File: config.mk
export PLATFORM = sky130hd
export DESIGN_NAME = ipr_responder
export DESIGN_NICKNAME = d
export VERILOG_FILES = /design/src/rtl/ipr_responder.sv
export SDC_FILE = /design/constraint.sdc
export NUM_CORES = 1
export LEC_CHECK = 0
export BUFFER_PORTS_ARGS = -buffer_cell sky130_fd_sc_hd__buf_4
export CAP_MARGIN = 20
export CELL_PAD_IN_SITES_DETAIL_PLACEMENT = 1
export CELL_PAD_IN_SITES_GLOBAL_PLACEMENT = 2
export CORE_MARGIN = 2
export CORE_UTILIZATION = 36
export DETAILED_ROUTE_END_ITERATION = 12
export PLACE_DENSITY_LB_ADDON = 0.1
export SLEW_MARGIN = 20
export SYNTH_ARGS = -nofsm -noshare
export SYNTH_HDL_FRONTEND = slang
export SYNTH_SLANG_ARGS = --single-unit
File: constraint.sdc
create_clock -name clk -period 6.2 [get_ports clk]
set_input_delay 1.86 -clock clk [delete_from_list [all_inputs] [get_ports clk]]
set_output_delay 1.86 -clock clk [all_outputs]
set_load 0.01 [all_outputs]
File: src/rtl/ipr_responder.sv
// IPR target endpoint: round-robin arbitration of four remote lanes plus the local
// core onto a flop-based mailbox, with one-cycle responses and remote-write flags.
module ipr_responder #(
    parameter  int MBOX_WORDS = 16,
    localparam int IDXW       = $clog2(MBOX_WORDS)
) (
    input  logic                  clk,
    input  logic                  rst_n,
    input  logic [3:0]            rmt_req_i,
    input  logic [3:0]            rmt_we_i,
    input  logic [127:0]          rmt_addr_i,
    input  logic [127:0]          rmt_wdata_i,
    input  logic [15:0]           rmt_be_i,
    output logic [3:0]            rmt_gnt_o,
    output logic [3:0]            rmt_rvalid_o,
    output logic [127:0]          rmt_rdata_o,
    input  logic                  loc_req_i,
    input  logic                  loc_we_i,
    input  logic [31:0]           loc_addr_i,
    input  logic [31:0]           loc_wdata_i,
    input  logic [3:0]            loc_be_i,
    output logic                  loc_gnt_o,
    output logic                  loc_rvalid_o,
    output logic [31:0]           loc_rdata_o,
    output logic [MBOX_WORDS-1:0] mbox_valid_o,
    output logic                  mbox_irq_o
);

    localparam int          NSRC    = 5;
    localparam logic [2:0]  LOC_SRC = 3'd4;

    logic [4:0]      req_all;
    logic [31:0]     src_addr  [NSRC];
    logic [31:0]     src_wdata [NSRC];
    logic [3:0]      src_be    [NSRC];
    logic [NSRC-1:0] src_we;

    logic            gnt_any;
    logic [2:0]      gnt_src;
    logic [3:0]      cand_sum;
    logic [4:0]      gnt_vec;

    logic [31:0]     sel_addr;
    logic [31:0]     sel_wdata;
    logic [3:0]      sel_be;
    logic            sel_we;
    logic [IDXW-1:0] sel_idx;
    logic            unused_addr_bits;

    logic [2:0]            rr_ptr_q, rr_ptr_d;
    logic [31:0]           mbox_q [MBOX_WORDS];
    logic [MBOX_WORDS-1:0] mbox_valid_q, mbox_valid_d;
    logic                  resp_valid_q, resp_valid_d;
    logic [2:0]            resp_src_q, resp_src_d;
    logic                  resp_we_q, resp_we_d;
    logic [31:0]           resp_rdata_q, resp_rdata_d;

    assign req_all = {loc_req_i, rmt_req_i};

    always_comb begin
        for (int k = 0; k < 4; k++) begin
            src_addr[k]  = rmt_addr_i[32*k +: 32];
            src_wdata[k] = rmt_wdata_i[32*k +: 32];
            src_be[k]    = rmt_be_i[4*k +: 4];
            src_we[k]    = rmt_we_i[k];
        end
        src_addr[4]  = loc_addr_i;
        src_wdata[4] = loc_wdata_i;
        src_be[4]    = loc_be_i;
        src_we[4]    = loc_we_i;
    end

    // Search starts one past the last winner and wraps modulo the five sources.
    always_comb begin
        // NOTE: every combinational output gets a default first so no path leaves it unassigned (no latch).
        gnt_any  = 1'b0;
        gnt_src  = rr_ptr_q;
        cand_sum = '0;
        for (int i = 1; i <= NSRC; i++) begin
            cand_sum = {1'b0, rr_ptr_q} + 4'(i);
            if (cand_sum >= 4'(NSRC)) begin
                cand_sum = cand_sum - 4'(NSRC);
            end
            if (!gnt_any && req_all[cand_sum[2:0]]) begin
                gnt_any = 1'b1;
                gnt_src = cand_sum[2:0];
            end
        end
    end

    assign gnt_vec   = gnt_any ? (5'b00001 << gnt_src) : 5'b00000;
    assign rmt_gnt_o = gnt_vec[3:0];
    assign loc_gnt_o = gnt_vec[4];

    assign sel_addr  = src_addr[gnt_src];
    assign sel_wdata = src_wdata[gnt_src];
    assign sel_be    = src_be[gnt_src];
    assign sel_we    = src_we[gnt_src];
    assign sel_idx   = sel_addr[IDXW+1:2];

    // Upper address bits and the byte offset wrap by design.
    assign unused_addr_bits = ^{sel_addr[31:IDXW+2], sel_addr[1:0]};

    always_comb begin
        rr_ptr_d     = rr_ptr_q;
        mbox_valid_d = mbox_valid_q;
        resp_valid_d = gnt_any;
        resp_src_d   = resp_src_q;
        resp_we_d    = resp_we_q;
        resp_rdata_d = resp_rdata_q;
        if (gnt_any) begin
            rr_ptr_d     = gnt_src;
            resp_src_d   = gnt_src;
            resp_we_d    = sel_we;
            resp_rdata_d = mbox_q[sel_idx];
            if (sel_we && gnt_src != LOC_SRC) begin
                mbox_valid_d[sel_idx] = 1'b1;
            end else if (!sel_we && gnt_src == LOC_SRC) begin
                mbox_valid_d[sel_idx] = 1'b0;
            end
        end
    end

    always_ff @(posedge clk or negedge rst_n) begin
        if (!rst_n) begin
            // NOTE: state updates use non-blocking assignments so every flop samples pre-edge values.
            rr_ptr_q     <= LOC_SRC;
            mbox_valid_q <= '0;
            resp_valid_q <= 1'b0;
            resp_src_q   <= '0;
            resp_we_q    <= 1'b0;
            resp_rdata_q <= '0;
        end else begin
            rr_ptr_q     <= rr_ptr_d;
            mbox_valid_q <= mbox_valid_d;
            resp_valid_q <= resp_valid_d;
            resp_src_q   <= resp_src_d;
            resp_we_q    <= resp_we_d;
            resp_rdata_q <= resp_rdata_d;
        end
    end

    always_ff @(posedge clk or negedge rst_n) begin
        if (!rst_n) begin
            // NOTE: the mailbox is plain flops and must read back zero after reset, so it is reset too.
            for (int w = 0; w < MBOX_WORDS; w++) begin
                mbox_q[w] <= '0;
            end
        end else if (gnt_any && sel_we) begin
            for (int j = 0; j < 4; j++) begin
                if (sel_be[j]) begin
                    mbox_q[sel_idx][8*j +: 8] <= sel_wdata[8*j +: 8];
                end
            end
        end
    end

    // Write responses and idle lanes always carry zero data.
    always_comb begin
        for (int k = 0; k < 4; k++) begin
            rmt_rvalid_o[k]          = resp_valid_q && (resp_src_q == 3'(k));
            rmt_rdata_o[32*k +: 32]  = (rmt_rvalid_o[k] && !resp_we_q) ? resp_rdata_q : 32'h0;
        end
        loc_rvalid_o = resp_valid_q && (resp_src_q == LOC_SRC);
        loc_rdata_o  = (loc_rvalid_o && !resp_we_q) ? resp_rdata_q : 32'h0;
    end

    assign mbox_valid_o = mbox_valid_q;
    assign mbox_irq_o   = |mbox_valid_q;

endmodule

# [Word-level counts from Yosys, hierarchy flattened]
# Cells that the tools add are included.
[totals] ff_bits=568 latch_bits=0 ramBits=0 rom_bits=0 in_bits=352 out_inout_bits=187 wordCells=157 memories=0
[op_classes] add_sub_neg=10 n_mul=0 n_div=0 n_lt_le_gt_ge=16 n_eq_ne=6 shift=1 n_mux=68 bitwise_logic=5 reduce_logical=29
[ops] operator="512-bit two-way mux" count=7
[ops] operator="512-bit bitwise mux" count=4
[ops] operator="32-bit demux with 4-bit select" count=4
[ops] operator="32-bit two-way mux" count=10
[ops] operator="32-bit binary-select mux with 3-bit select" count=2
[ops] operator="32-bit binary-select mux with 4-bit select" count=1
[ops] operator="16-bit two-way mux" count=3
[ops] operator="3-bit two-way mux" count=10
[ops] operator="3-bit by 4-bit less-than comparator with 1-bit output, second input constant" count=6
[ops] operator="24-bit two-way mux" count=1
[ops] operator="4-bit by 3-bit greater-or-equal comparator with 1-bit output, second input constant" count=5
[ops] operator="1-bit logical AND" count=19
[ops] operator="1-bit binary-select mux with 3-bit select" count=6
[ops] operator="16-bit AND" count=1
[ops] operator="16-bit inverter" count=1
[ops] operator="16-bit OR" count=1
[ops] operator="16-bit OR reduction" count=1
[ops] operator="3-bit subtractor, second input constant" count=5
[ops] operator="4-bit binary-select mux with 3-bit select" count=1
[ops] operator="1-bit two-way mux" count=12
[ops] operator="6-bit two-way mux" count=2
[ops] operator="3-bit by 2-bit adder with 4-bit output, second input constant" count=2
[ops] operator="3-bit by 3-bit adder with 4-bit output, second input constant" count=2
[ops] operator="4-bit two-way mux" count=2
[ops] operator="other kinds (20)" count=27

# [Logic depth before layout (Yosys ltp)]
[logic_depth] ltp_word=38 mapped_depth=25 mapped_depth_nobuf=19

# [Least setup slack after synthesis]
# Ideal clock, no wire load.
[synth_timing] path_kind="input to output" start="in rmt_req_i[1]" end="out rmt_gnt_o[2]" arrival_ps=4242 required_time_ps=4340 slack_ps=98 cell_stages=12 path_buffers=3 path_cell_list="mux4_2 -> nand2b_1 -> o31ai_2 -> nor2_1 -> nand2_1 -> o31ai_1 -> a32o_1 -> buf_2 -> buf_2 -> clkbuf_1 -> nand2_1 -> nor2_1"
[synth_via] elab_chain_len=17 elab_cells_between_ends=30 classes_between="shift: 1; mux: 21; reduce/logical: 8"
[synth_lines] item="start: declaration" line="9" text="input logic [3:0] rmt_req_i,"
[synth_lines] item="1-bit binary-select mux with 3-bit select" line="84" text="if (!gnt_any && req_all[cand_sum[2:0]]) begin"
[synth_lines] item="1-bit two-way mux (implied by the code)" line="84"
[synth_lines] item="1-bit two-way mux" line="84"
[synth_lines] item="1-bit zero test" line="84"
[synth_lines] item="1-bit logical AND" line="84"
[synth_lines] item="1-bit two-way mux" line="84"
[synth_lines] item="1-bit zero test" line="84"
[synth_lines] item="1-bit logical AND" line="84"
[synth_lines] item="1-bit two-way mux" line="84"
[synth_lines] item="1-bit zero test" line="84"
[synth_lines] item="1-bit logical AND" line="84"
[synth_lines] item="1-bit two-way mux" line="84"
[synth_lines] item="1-bit zero test" line="84"
[synth_lines] item="1-bit logical AND" line="84"
[synth_lines] item="3-bit two-way mux" line="84"
[synth_lines] item="1-bit by 3-bit left shift with 5-bit output" line="91" text="assign gnt_vec = gnt_any ? (5'b00001 << gnt_src) : 5'b00000;"
[synth_lines] item="5-bit two-way mux (*)" line="91"
[synth_lines] item="end: declaration" line="14" text="output logic [3:0] rmt_gnt_o,"
# Every way passes the cells marked *; elsewhere a longest branch is shown, timed or not. The select of a mux whose other input is x is not followed.

# [Worst setup path in the final report]
[layout_timing] start="in rmt_req_i[3]" end="out loc_gnt_o"
[layout_via] elab_chain_len=17 elab_cells_between_ends=30 classes_between="shift: 1; mux: 21; reduce/logical: 8"
[layout_lines] item="1-bit binary-select mux with 3-bit select" line="84"
[layout_lines] item="1-bit two-way mux (implied by the code)" line="84"
[layout_lines] item="1-bit two-way mux" line="84"
[layout_lines] item="1-bit zero test" line="84"
[layout_lines] item="1-bit logical AND" line="84"
[layout_lines] item="1-bit two-way mux" line="84"
[layout_lines] item="1-bit zero test" line="84"
[layout_lines] item="1-bit logical AND" line="84"
[layout_lines] item="1-bit two-way mux" line="84"
[layout_lines] item="1-bit zero test" line="84"
[layout_lines] item="1-bit logical AND" line="84"
[layout_lines] item="1-bit two-way mux" line="84"
[layout_lines] item="1-bit zero test" line="84"
[layout_lines] item="1-bit logical AND" line="84"
[layout_lines] item="3-bit two-way mux" line="84"
[layout_lines] item="1-bit by 3-bit left shift with 5-bit output" line="91"
[layout_lines] item="5-bit two-way mux (*)" line="91"
[layout_lines] item="end: declaration" line="22" text="output logic loc_gnt_o,"
# Marked as above.

==> out/metrics.cfg <==
[logic_synthesis]
synthTopCellsByArea=dfrtp_1 47%, mux2_1 10%, mux2_2 10%
ys_warn_count=0
synth_edf_count=0
synth-main-ff-cell=dfrtp_1
synth.distinct_cells=84
synth_cells=2730
synth_top_cell_area_share_pct=47.42
ys_seq_area_share_pct=47.51
syn_avg_cell_area_sq_um=10.92
synth_top_area_cell=dfrtp_1
ys_async_sr_fraction_pct=100.0
synth_area_sq_um=29810
ys_seq_elements=566
synth_nets=3095

[global_routing]
grt_pass1_wl_um=166200
grt_start_max_net_pins=119
busiest_layer=met2
overflow=0
grt_antenna_before_repair=8
use_met3_pct=3.471
grtUsageMet2_pct=43.26
grt_use_total_pct=25.65
grtUsageMet1_pct=34.40
grt_pass1_vias=26062

[finish]
n_fill_cell=8928
final_common_cell=dfrtp_1
final_core_util_pct=44.98
drive_above_1_share_pct=32.76
synthToLayoutAreaGrowth_pct=23.67
fin_nets=3501
final_cell_mix=565 x dfrtp_1, 526 x nand2_1, 503 x buf_4
design_area_sq_um=36870

[place]
gp_congestion=0.8207
portBuffers=398
placed_area_sq_um=34760
dp_worst_setup_slack_ns=-0.008243
dp_hpwl_um=74750

[drt]
drt-pass1-iter-count=4
route.detailed.wl_per_inst_um=25.73
drt-initial-drc-count=1350
ant_nets=0
drt-total-wl_um=109300
drc=0
viasPerCell=5.588
vias=23742

[worst_setup_path]
crit_type=in2out
cp_common_cell=buf_4
cp_slowest_cell=nor4_4
cp.required_ns=4.34
crit_path_cell_trace=buf_4 -> nand2b_1 -> a22oi_2 -> o2111ai_2 -> o31a_1 -> o2bb2ai_1 -> nor4_4 -> a211oi_4 -> nor2_4 -> inv_4 -> nor3_4 -> inv_1 -> nor2_1 -> buf_4
cp_max_fo=8
r2r-start=rr_ptr_q[2]
max_stage_delay_ns=0.33
cp-start-kind=input pin
cp_top_family=compound AO/OA/AOI/OAI gates
crit_arrival_ns=4.22
path_buf_inv=4
startpoint=rmt_req_i[3]
setup.worst_path.end_class=output pin

[run]
maxCapViolCount=0

[floorplanning]
pin_count=539
core_area_sq_um=81980
die_x_um=291.8
die_h_um=291.8
fp-row-count=105
start_util_pct=36.37
die_area_sq_um=85130

[sta]
period_share_pct=98.00
fmaxAchievable_ghz=0.1646
tightest_slew_ns=1.070
setup-violations-final=0
fin_crit_ns=6.076
hold_viol_final=0
setup_ws_ns=0.1240
finClkSkew_ns=0.01832
relSlewSlack_pct=28.65
finalMaxSlewViolations=0

[cts]
cts.clk_slew.worst_paths_ns=0.05
cts_tree=yes
numCtsBuffers=66
clock_path_buffers=3
clk_latency_ns=0.59
cts_sinks=566
cts_max_level=3
clock-root-buffer=clkbuf_16

[status]
outcome=complete, no violations

[hold_path]
min_path_type=reg2reg
min_from=mbox_q[177]

[sequential cells by signal (all words and copies together), names as in the netlist, named ones only]
signal        cells
resp_we_q         1
resp_valid_q      1
mbox_q          512
rr_ptr_q          3
resp_rdata_q     32
resp_src_q        1
[stage by stage]
stage / TNS [ns] / hold slack [ns] / cells
finish: 0 / 0.4853 / 4249
global route: -0.003861 / 0.5016 / 4248
CTS: 0 / 0.4875 / 4246
global placement: 0 / 0.4667 / 4136
detailed placement: -0.02078 / 0.4746 / 4136
floorplan: 0 / 0.4579 / 2730
[what timing repair did]
| action | in CTS | in global routing |
|---|---|---|
| gates resized for setup | 0 | 17 |
| setup endpoints to repair | 0 | 5 |
| hold buffers | 0 | 0 |
| hold endpoints to repair | 0 | 0 |
| setup buffers | 0 | 2 |
[Yosys cell counts, drive strengths merged (2+ instances only)]
master / instances
o2111ai: 6
a21boi: 2
mux2i: 44
mux4: 31
a31oi: 68
a211oi: 3
o21a: 2
a22oi: 5
or3: 6
nand2b: 11
o31ai: 4
o311ai: 3
xnor2: 4
o22a: 2
or2: 2
and3: 108
o22ai: 5
dfrtp: 565
nor2: 52
inv: 11
buf: 61
ha: 12
nor4: 7
a31o: 2
a221oi: 3
nor3: 9
o31a: 2
a32oi: 68
o21ai: 20
a21oi: 23
clkbuf: 136
o2bb2ai: 2
nand4: 34
a22o: 32
o211ai: 4
a32o: 2
a21o: 2
nand2: 561
or4: 2
and2: 81
nand3: 175
nor2b: 13
mux2: 534
[routing by layer]
layer / vias up / wire length (um)
li1: 10574 / -
met1: 12466 / 48700
met2: 566 / 53120
met3: 136 / 4810
met4: 0 / 2695
met5: - / 0
[path summary, 6_finish.rpt]
kind	end	slack, ns	depth (start not counted)
hold / removal	mbox_q[177]	0.49	1
setup reg to reg	mbox_q[34]	0.75	19
setup / recovery	loc_gnt_o	0.12	14
hold reg to reg	mbox_q[177]	0.49	1
min in group asynchronous	rr_ptr_q[1]	1.33	1
max in group asynchronous	mbox_q[150]	3.64	2
[layout make-up]
cell class	count	area, sq um	area share [%]
timing repair buffer	535	4403	11.94
tap	1070	1339	3.631
inverter	11	48.80	0.1323
clock buffer	100	1912	5.185
antenna	1	2.502	0.006787
sequential	566	14160	38.42
multi-input combinational	1956	14910	40.44
clock inverter	10	90.09	0.2443
[cells by family (layout without fill, tap and decap cells)]
logic type               Yosys count  in the layout  synth area share, %
other                              0              1                    0
AND/OR/NAND/NOR                 1064           1064                17.96
flip-flops                       566            566                47.51
XOR/XNOR                           5              5               0.1469
adder cells (fa/ha/maj)           13             13               0.5707
AO/OA/AOI/OAI                    265            265                6.803
multiplexers                     609            609                24.00
buffers and inverters            208            656                3.009
Power is not shown: default switching activity piles up to over one toggle a cycle in this logic, so the estimate is an artifact.
